### config.mk
export PLATFORM = sky130hd
export DESIGN_NAME = flow_bus_arbiter
export DESIGN_NICKNAME = d
export VERILOG_FILES = /design/src/rtl/flow_bus_arbiter_pkg.sv /design/src/rtl/flow_bus_arbiter_rr_priority_select.sv /design/src/rtl/flow_bus_arbiter.sv
export SDC_FILE = /design/constraint.sdc
export NUM_CORES = 1
export LEC_CHECK = 0
export ABC_CLOCK_PERIOD_IN_PS = 1500
export CAP_MARGIN = 20
export CORE_MARGIN = 2
export CORE_UTILIZATION = 30
export DETAILED_ROUTE_END_ITERATION = 10
export PLACE_DENSITY = 0.72
export SLEW_MARGIN = 20
export SYNTH_ARGS = -nofsm -noshare
export SYNTH_HDL_FRONTEND = slang
export SYNTH_SLANG_ARGS = --single-unit
### constraint.sdc
create_clock -name clk -period 1.5 [get_ports clk]
set_input_delay 0.225 -clock clk [delete_from_list [all_inputs] [get_ports clk]]
set_output_delay 0.225 -clock clk [all_outputs]
set_load 0.005 [all_outputs]
### src/rtl/flow_bus_arbiter_pkg.sv
// Shared flow-bus helpers: handshake macros and a constant-evaluable clog2.
`ifndef FLOW_BUS_MACROS_SVH
`define FLOW_BUS_MACROS_SVH
`define FLOW_BUS_XFER(valid, ready) ((valid) && (ready))
`define FLOW_BUS_STALL(valid, ready) ((valid) && !(ready))
`endif

package flow_bus_arbiter_pkg;

    // Ceiling log2; clog2(1) is 0, so callers apply their own minimum width.
    function automatic int clog2(input int value);
        int result;
        int rem;
        result = 0;
        rem    = value - 1;
        while (rem > 0) begin
            result = result + 1;
            rem    = rem >> 1;
        end
        return result;
    endfunction

endpackage

### src/rtl/flow_bus_arbiter_rr_priority_select.sv
// Round-robin search: first asserted request strictly after last_grant, with wrap.
module rr_priority_select
    import flow_bus_arbiter_pkg::*;
#(
    parameter int PORT_NUM  = 4,
    parameter int SEL_WIDTH = (clog2(PORT_NUM) > 1) ? clog2(PORT_NUM) : 1
) (
    input  logic [PORT_NUM-1:0]  req,
    input  logic [SEL_WIDTH-1:0] last_grant,
    output logic [SEL_WIDTH-1:0] grant,
    output logic                 found
);

    int idx;

    // last_grant itself is visited last, so a lone requester still wins.
    always_comb begin
        grant = '0;
        found = 1'b0;
        idx   = 0;
        for (int i = 1; i <= PORT_NUM; i++) begin
            idx = int'(last_grant) + i;
            if (idx >= PORT_NUM) begin
                idx = idx - PORT_NUM;
            end
            if (!found && req[idx[SEL_WIDTH-1:0]]) begin
                found = 1'b1;
                grant = idx[SEL_WIDTH-1:0];
            end
        end
    end

endmodule

### src/rtl/flow_bus_arbiter.sv
// Burst-locked round-robin arbiter: PORT_NUM flow-bus sources onto one sink,
// BURST_LEN accepted words per grant so downstream word groups stay aligned.
module flow_bus_arbiter
    import flow_bus_arbiter_pkg::*;
#(
    parameter  int DATA_WIDTH = 8,
    parameter  int PORT_NUM   = 4,
    parameter  int BURST_LEN  = 2,
    localparam int SEL_WIDTH  = (clog2(PORT_NUM) > 1) ? clog2(PORT_NUM) : 1
) (
    input  logic                           clk,
    input  logic                           rst,
    input  logic                           enable,
    input  logic [PORT_NUM-1:0]            up_valid,
    output logic [PORT_NUM-1:0]            up_ready,
    input  logic [PORT_NUM*DATA_WIDTH-1:0] up_data,
    input  logic                           down_ready,
    output logic                           down_valid,
    output logic [DATA_WIDTH-1:0]          down_data,
    output logic [SEL_WIDTH-1:0]           down_sel,
    output logic                           down_last
);

    localparam int                    BEAT_WIDTH = clog2(BURST_LEN) + 1;
    localparam logic [BEAT_WIDTH-1:0] LAST_BEAT  = BEAT_WIDTH'(BURST_LEN - 1);
    localparam logic [SEL_WIDTH-1:0]  RESET_LAST = SEL_WIDTH'(PORT_NUM - 1);

    typedef enum logic {
        ST_IDLE,
        ST_GRANT
    } state_e;

    state_e                state_q, state_d;
    logic [SEL_WIDTH-1:0]  grant_q, grant_d;
    logic [SEL_WIDTH-1:0]  last_grant_q, last_grant_d;
    logic [BEAT_WIDTH-1:0] beat_q, beat_d;
    logic [SEL_WIDTH-1:0]  next_grant;
    logic                  next_found;
    logic                  xfer;
    logic [DATA_WIDTH-1:0] up_words [PORT_NUM];

    for (genvar p = 0; p < PORT_NUM; p++) begin : g_unpack
        assign up_words[p] = up_data[p*DATA_WIDTH +: DATA_WIDTH];
    end

    rr_priority_select #(
        .PORT_NUM  (PORT_NUM),
        .SEL_WIDTH (SEL_WIDTH)
    ) u_select (
        .req        (up_valid),
        .last_grant (last_grant_q),
        .grant      (next_grant),
        .found      (next_found)
    );

    // Granted port passes straight through; down_ready only feeds up_ready.
    always_comb begin
        down_valid = 1'b0;
        down_data  = '0;
        down_last  = 1'b0;
        up_ready   = '0;
        if (state_q == ST_GRANT) begin
            down_valid        = up_valid[grant_q];
            down_data         = up_words[grant_q];
            down_last         = (beat_q == LAST_BEAT) && down_valid;
            up_ready[grant_q] = down_ready;
        end
    end

    assign down_sel = grant_q;
    assign xfer     = `FLOW_BUS_XFER(down_valid, down_ready);

    always_comb begin
        state_d      = state_q;
        grant_d      = grant_q;
        last_grant_d = last_grant_q;
        beat_d       = beat_q;
        unique case (state_q)
            ST_IDLE: begin
                if (enable && next_found) begin
                    state_d      = ST_GRANT;
                    grant_d      = next_grant;
                    last_grant_d = next_grant;
                    beat_d       = '0;
                end
            end
            ST_GRANT: begin
                // enable is ignored here: a started burst always completes.
                if (xfer) begin
                    beat_d = beat_q + 1'b1;
                    if (beat_q == LAST_BEAT) begin
                        state_d = ST_IDLE;
                    end
                end
            end
            default: state_d = ST_IDLE;
        endcase
    end

    always_ff @(posedge clk or negedge rst) begin
        if (!rst) begin
            state_q      <= ST_IDLE;
            grant_q      <= '0;
            last_grant_q <= RESET_LAST;
            beat_q       <= '0;
        end else begin
            state_q      <= state_d;
            grant_q      <= grant_d;
            last_grant_q <= last_grant_d;
            beat_q       <= beat_d;
        end
    end

endmodule

=== Word level (Yosys, flattened, before mapping) ===
Cells that the tools add are included.

* $add $sub $neg: 9
* Bitwise logic cells: 3
* Muxes and demuxes: 38
* $lt $le $gt $ge: 11
* Reduce and logical (&&, ||, !) cells: 12
* Eq/ne operators: 3

{| class="wikitable"
|+ Operators by type and width
! operator !! number
|-
| 8-bit 2-to-1 mux || 3
|-
| 2-bit 2-to-1 mux || 10
|-
| 8-bit binary-select mux with 2-bit select || 1
|-
| 2-bit by 3-bit < comparator with 1-bit output (second input constant) || 5
|-
| 1-bit 2-to-1 mux || 15
|-
| 3-bit greater-or-equal comparator (second input constant) || 4
|-
| 1-bit binary-select mux with 2-bit select || 5
|-
| 2-bit by 1-bit subtractor with 2-bit output (second input constant) || 4
|-
| 1-bit logical AND || 7
|-
| 2-bit by 2-bit adder with 3-bit output (second input constant) || 2
|-
| 2-bit by 3-bit adder with 4-bit output (second input constant) || 1
|-
| 4-bit AND || 1
|-
| 4-bit by 3-bit greater-or-equal comparator with 1-bit output (second input constant) || 1
|-
| 4-bit 2-to-1 mux || 1
|-
| 2-bit one-hot mux with 2 select lines || 1
|-
| 2-bit AND reduction || 2
|-
| 2-bit by 1-bit adder with 3-bit output (second input constant) || 1
|-
| 1-bit zero test || 3
|-
| 2-bit NOT with 3-bit output || 1
|-
| 2-bit by 1-bit adder with 2-bit output (second input constant) || 1
|-
| 1-bit demux with 2-bit select || 1
|-
| 2-bit by 1-bit == test with 1-bit output (second input constant) || 1
|-
| 2-bit by 1-bit greater-or-equal comparator with 1-bit output (second input constant) || 1
|-
| 2-bit by 1-bit != test with 1-bit output (second input constant) || 1
|-
| other kinds (3) || 3
|}

* Register bits: 7
* Output and inout port bits: 16
* Input port bits: 40
* Word-level logic and storage cells: 80

=== Logic depth before layout (Yosys ltp) ===
* Word-level depth: 18
* Mapped depth: 5
* Gate-level depth less buffers: 3

=== By module ===
Synthesis repeated with hierarchy kept, for this count alone.

* Cell total of the unflattened synthesis: 67
* Area total of the unflattened synthesis: 728.2 µm²

{| class="wikitable"
|+ Modules (own cells, without submodules)
! module !! instances !! seq. area each (µm²) !! area an instance (µm²) !! cells an instance
|-
| flow_bus_arbiter || 1 || 177.7 || 636.9 || 53
|-
| rr_priority_select || 1 || 0.0 || 91.3 || 14
|}

=== Least setup slack after synthesis ===
OpenSTA, ideal clock, no wires.

* Kind: register to output
* From: reg grant_q[0], in the netlist down_sel[0]
* To: out down_data[4]
* Slack: 0.022 ns
* Buffers on the path: 2
* Required time: 1.275 ns
* Arrival time: 1.253 ns
* Cell stages (with the launch flop): 5
* Cells stage by stage: dfrtp_1 > buf_6 > buf_12 > mux4_2 > and2_1

* Longest elaborated chain between the ends: 5

{| class="wikitable"
|+ RTL lines
! element !! line !! RTL
|-
| from (decl) || flow_bus_arbiter.sv:34 || <nowiki>logic [SEL_WIDTH-1:0] grant_q, grant_d;</nowiki>
|-
| from (signal assigned) || flow_bus_arbiter.sv:108 || <nowiki>grant_q <= grant_d;</nowiki>
|-
| 2-bit NOT with 3-bit output (not written as such) || flow_bus_arbiter.sv:64 || <nowiki>down_data = up_words[grant_q];</nowiki>
|-
| 8-bit binary-select mux with 2-bit select || flow_bus_arbiter.sv:64 ||
|-
| 8-bit 2-to-1 mux (not written as such) (2 in a row) || flow_bus_arbiter.sv:64 ||
|-
| 8-bit 2-to-1 mux || flow_bus_arbiter.sv:62 || <nowiki>if (state_q == ST_GRANT) begin</nowiki>
|-
| to (decl) || flow_bus_arbiter.sv:19 || <nowiki>output logic [DATA_WIDTH-1:0] down_data,</nowiki>
|}

Every way passes these cells. The select of a mux whose other input is x is not followed.

=== Worst setup path in the final report ===
* From: reg grant_q[0], in the netlist down_sel[0]
* To: out down_data[7]

Same word-level chain as after synthesis.

==> metrics.md <==
| Metric | Value |
|---|---|
| Area grow syn2layout | 108% |
| Crit end category | output pin |
| # DRC | 0 |
| Worst Clk Skew | 2.49 ps |
| Status | complete, but fails checks |
| Tightest Hold Check Type | input pin to asynchronous set/reset pin |
| Worst Setup SP | down_sel[0] |
| Fin crit share | 123% |
| Final hold slack | between 200 and 250 ps |
| Min cycle time layout | 1840 ps |
| Starting density of the core | a little under a third |
| YS warnings | 0 |
| Data required, critical path | 1270 ps |
| CP Class | flip-flop to output pin |
| CP Max Fanout | 5 |
| Type of element launching the critical path | flip-flop |
| Gr usage total | between 20 and 25% |
| Post-DP HPWL | roughly 2.3 mm |
| Reg2reg setup slack | -50 ps |
| Drt total wl | around 3 mm |
| Worst path slowest cell | mux4_2 |
| Max-slew violation count | 0 |
| Switching Fraction | 35.1% |
| Fmax | 544 MHz |
| Post-Syn Nets | between 100 and 150 |
| Antenna violations before repair | 0 |
| Worst R2R End | beat_q[1] |
| Most frequent cells in the layout | clkdlybuf4s50_1 (39), buf_4 (22), buf_6 (12), buf_2 (12), mux4_2 (8) |
| I/O Buffers | 55 |
| Post-synth EDFFs | 0 |
| Mapped Cells | 73 |
| RSZ-0062 raised after global routing | true |
| CP top delay family | multiplexers |
| Post-Layout Inst Area | between 0.0015 and 0.002 mm2 |
| Worst reg-to-reg path cell count | 8 |
| Number of max-cap violations | 0 |
| Pwr Density | 1580 mW/mm2 |
| First-pass GRT wire length | 4.44 mm |
| ANT nets after route | 0 |
| Ys async rst share | 100% |
| Fill count | 207 |
| Mapped cell area | 768 um2 |
| Arrival time worst endpoint | 1610 ps |
| GP Congestion | 0.873 |
| Worst path cell trace | buf_6 > buf_6 > mux4_2 > and2_1 > buf_2 |
| Clock tree buffer depth | 2 |
| Setup TNS | -3390 ps |
| CP Depth | 5 |
| Leakage power | 0.689 nW |
| Final Hold Viols | 0 |
| Grt ovf | 0 |
| Gate power share | 76.7% |
| Vias in the first global route | 1,003 |
| # diodes | 0 |
| Vias | slightly below 1,000 |
| Pint | ~1.6 mW |
| Failing checks | negative setup slack |
| CTS Root Cell | clkbuf_4 |
| Sw Pwr | 881 uW |
| Num CTS Buffers | 3 |
| Slack of the critical path | -339 ps |
| DRT iter0 DRCs | 27 |
| # IOs | 56 |
| Standard-cell rows | 18 |
| Worst-Skew Late Latency | between 200 and 300 ps |
| Pre-Repair DR Iteration Count | 4 |
| Commonest non-fill, non-tap cell in the layout | clkdlybuf4s50_1 |
| Full die area | 0.00298 mm2 |
| R2r startpoint | down_sel[0] |
| Setup-failing EPs final | 16 |
| Cell area after placement | 0.00145 mm2 |
| Syn Area/Cell | 10.5 um2 |
| Largest net degree at the start of global routing | 9 |
| Reg power frac | 16.1% |
| Buf/Inv on CP | 3 |
| CTS tree | built |
| Relative slew margins | 78.2% |
| Hold_buf cts | 0 |
| Share of post-route cells with drive strength above 1 | 47.5% |
| Worst-Margin Slew | ~320 ps |
| WL per Instance | 15.6 um |
| Nets | 202 |
| Clock sinks | 7 |
| VDD IR max | between 0.9 and 1 mV |
| Seq/Total Area, Yosys | 23.1% |
| CORE AREA | roughly 0.0025 mm2 |
| Vias per cell | 5.14 |
| Die X | 54.6 um |
| Clk slew on worst S/H paths | 60 ps |
| Top cell by count, worst path | buf_6 |
| Htree depth | 1 |
| Register bit total from synthesis | 7 |
| Pre-CTS setup slack | -484 ps |
| Predominant post-synthesis flop cell | dfrtp_1 |
| Die height | 54.6 um |
| Post-synth cell types | 33 |
| Clk network pwr share | 7.2% |
| Crit path capture | down_data[7] |
| Largest incremental delay on the critical path | 470 ps |
-- stage by stage --
stage	instances	total power, mW	utilization (%)
global route	190	2.68	65.0
CTS	189	2.43	63.4
detailed placement	172	2.03	59.1
finish	190	2.51	65.0
global placement	172	1.95	59.1
floorplan	73	1.18	-
-- worst register-to-register path, cell delays in order, from the launching register on --
cell and delay [ps]:
dfrtp_1 400, buf_6 140, buf_6 120, buf_6 110, buf_6 100, mux2i_1 110
o22ai_1 140, buf_4 150, mux2i_1 190
-- synthesized netlist by cell type (2+ instances only) --
cell type | n | area, um2
a21oi_1 | 2 | 10.0
a32oi_1 | 2 | 17.5
and2_1 | 8 | 50.1
dfrtp_1 | 5 | 125
dfstp_2 | 2 | 52.6
inv_1 | 4 | 15.0
mux2i_1 | 4 | 40.0
mux4_1 | 5 | 131
mux4_2 | 3 | 67.6
nand2_1 | 3 | 11.3
nand2b_1 | 4 | 25.0
nor2_1 | 5 | 18.8
nor3b_1 | 2 | 15.0
o21ai_0 | 4 | 20.0
o2bb2ai_1 | 2 | 17.5
-- what timing repair did --
item | CTS | global route
cloned | 0 | 0
pin swaps | 12 | 2
buffers inserted | 13 | 1
setup endpoints to repair | 18 | 22
resized for setup | 85 | 11
-- worst min path at each step --
stage	startpoint	end	slack [ps]	cells past startpoint
after floorplan	rst	beat_q[0]	-70	0
after global placement	beat_q[0]	beat_q[0]	460	1
after detailed placement	beat_q[0]	beat_q[0]	480	1
after CTS	rst	beat_q[1]	220	1
after global routing	rst	beat_q[1]	250	1
final	rst	beat_q[1]	230	1
-- cell type report --
cell class | instances | area (um2) | area share [%]
repair buffers | 87 | 764 | 47.9
multi-input cells | 58 | 569 | 35.7
flip-flops and latches | 7 | 180 | 11.3
well taps | 30 | 37.5 | 2.35
clock buffers | 4 | 26.3 | 1.65
inverters | 4 | 17.5 | 1.10
-- state kept, by name, summed over array words and instances, names as in the netlist --
name and cells:
beat_q 2, last_grant_q 2, down_sel 2, state_q 1
-- layer usage --
layer  global-route usage (%)  share of wire, %  vias to the layer above
met2                     41.1                54                       52
met3                     3.55               8.6                        5
met4                     7.50               1.6                        0
met5                        0                 0                        -
li1                         -                 -                      457
met1                     21.0                36                      463
-- logic make-up (layout without fill, tap and decap cells) --
| logic type | Yosys count | after routing | synth area share, % |
|---|---|---|---|
| buffers and inverters | 8 | 95 | 7.16 |
| adders and majority gates | 1 | 1 | 1.63 |
| AOI/OAI and AO/OA | 17 | 17 | 16.1 |
| DFF | 7 | 7 | 23.1 |
| and+or+nand+nor | 28 | 28 | 20.8 |
| muxes | 12 | 12 | 31.1 |
-- power groups by stage --
stage	Combinational [mW]	Sequential (mW)	Clock [mW]
after detailed placement	1.60	0.430	0
final	1.93	0.404	0.182
after global routing	2.07	0.421	0.193
after CTS	1.85	0.396	0.187
after floorplan	0.814	0.367	0
after global placement	1.53	0.417	0
Power figures use the tool's default switching activity.
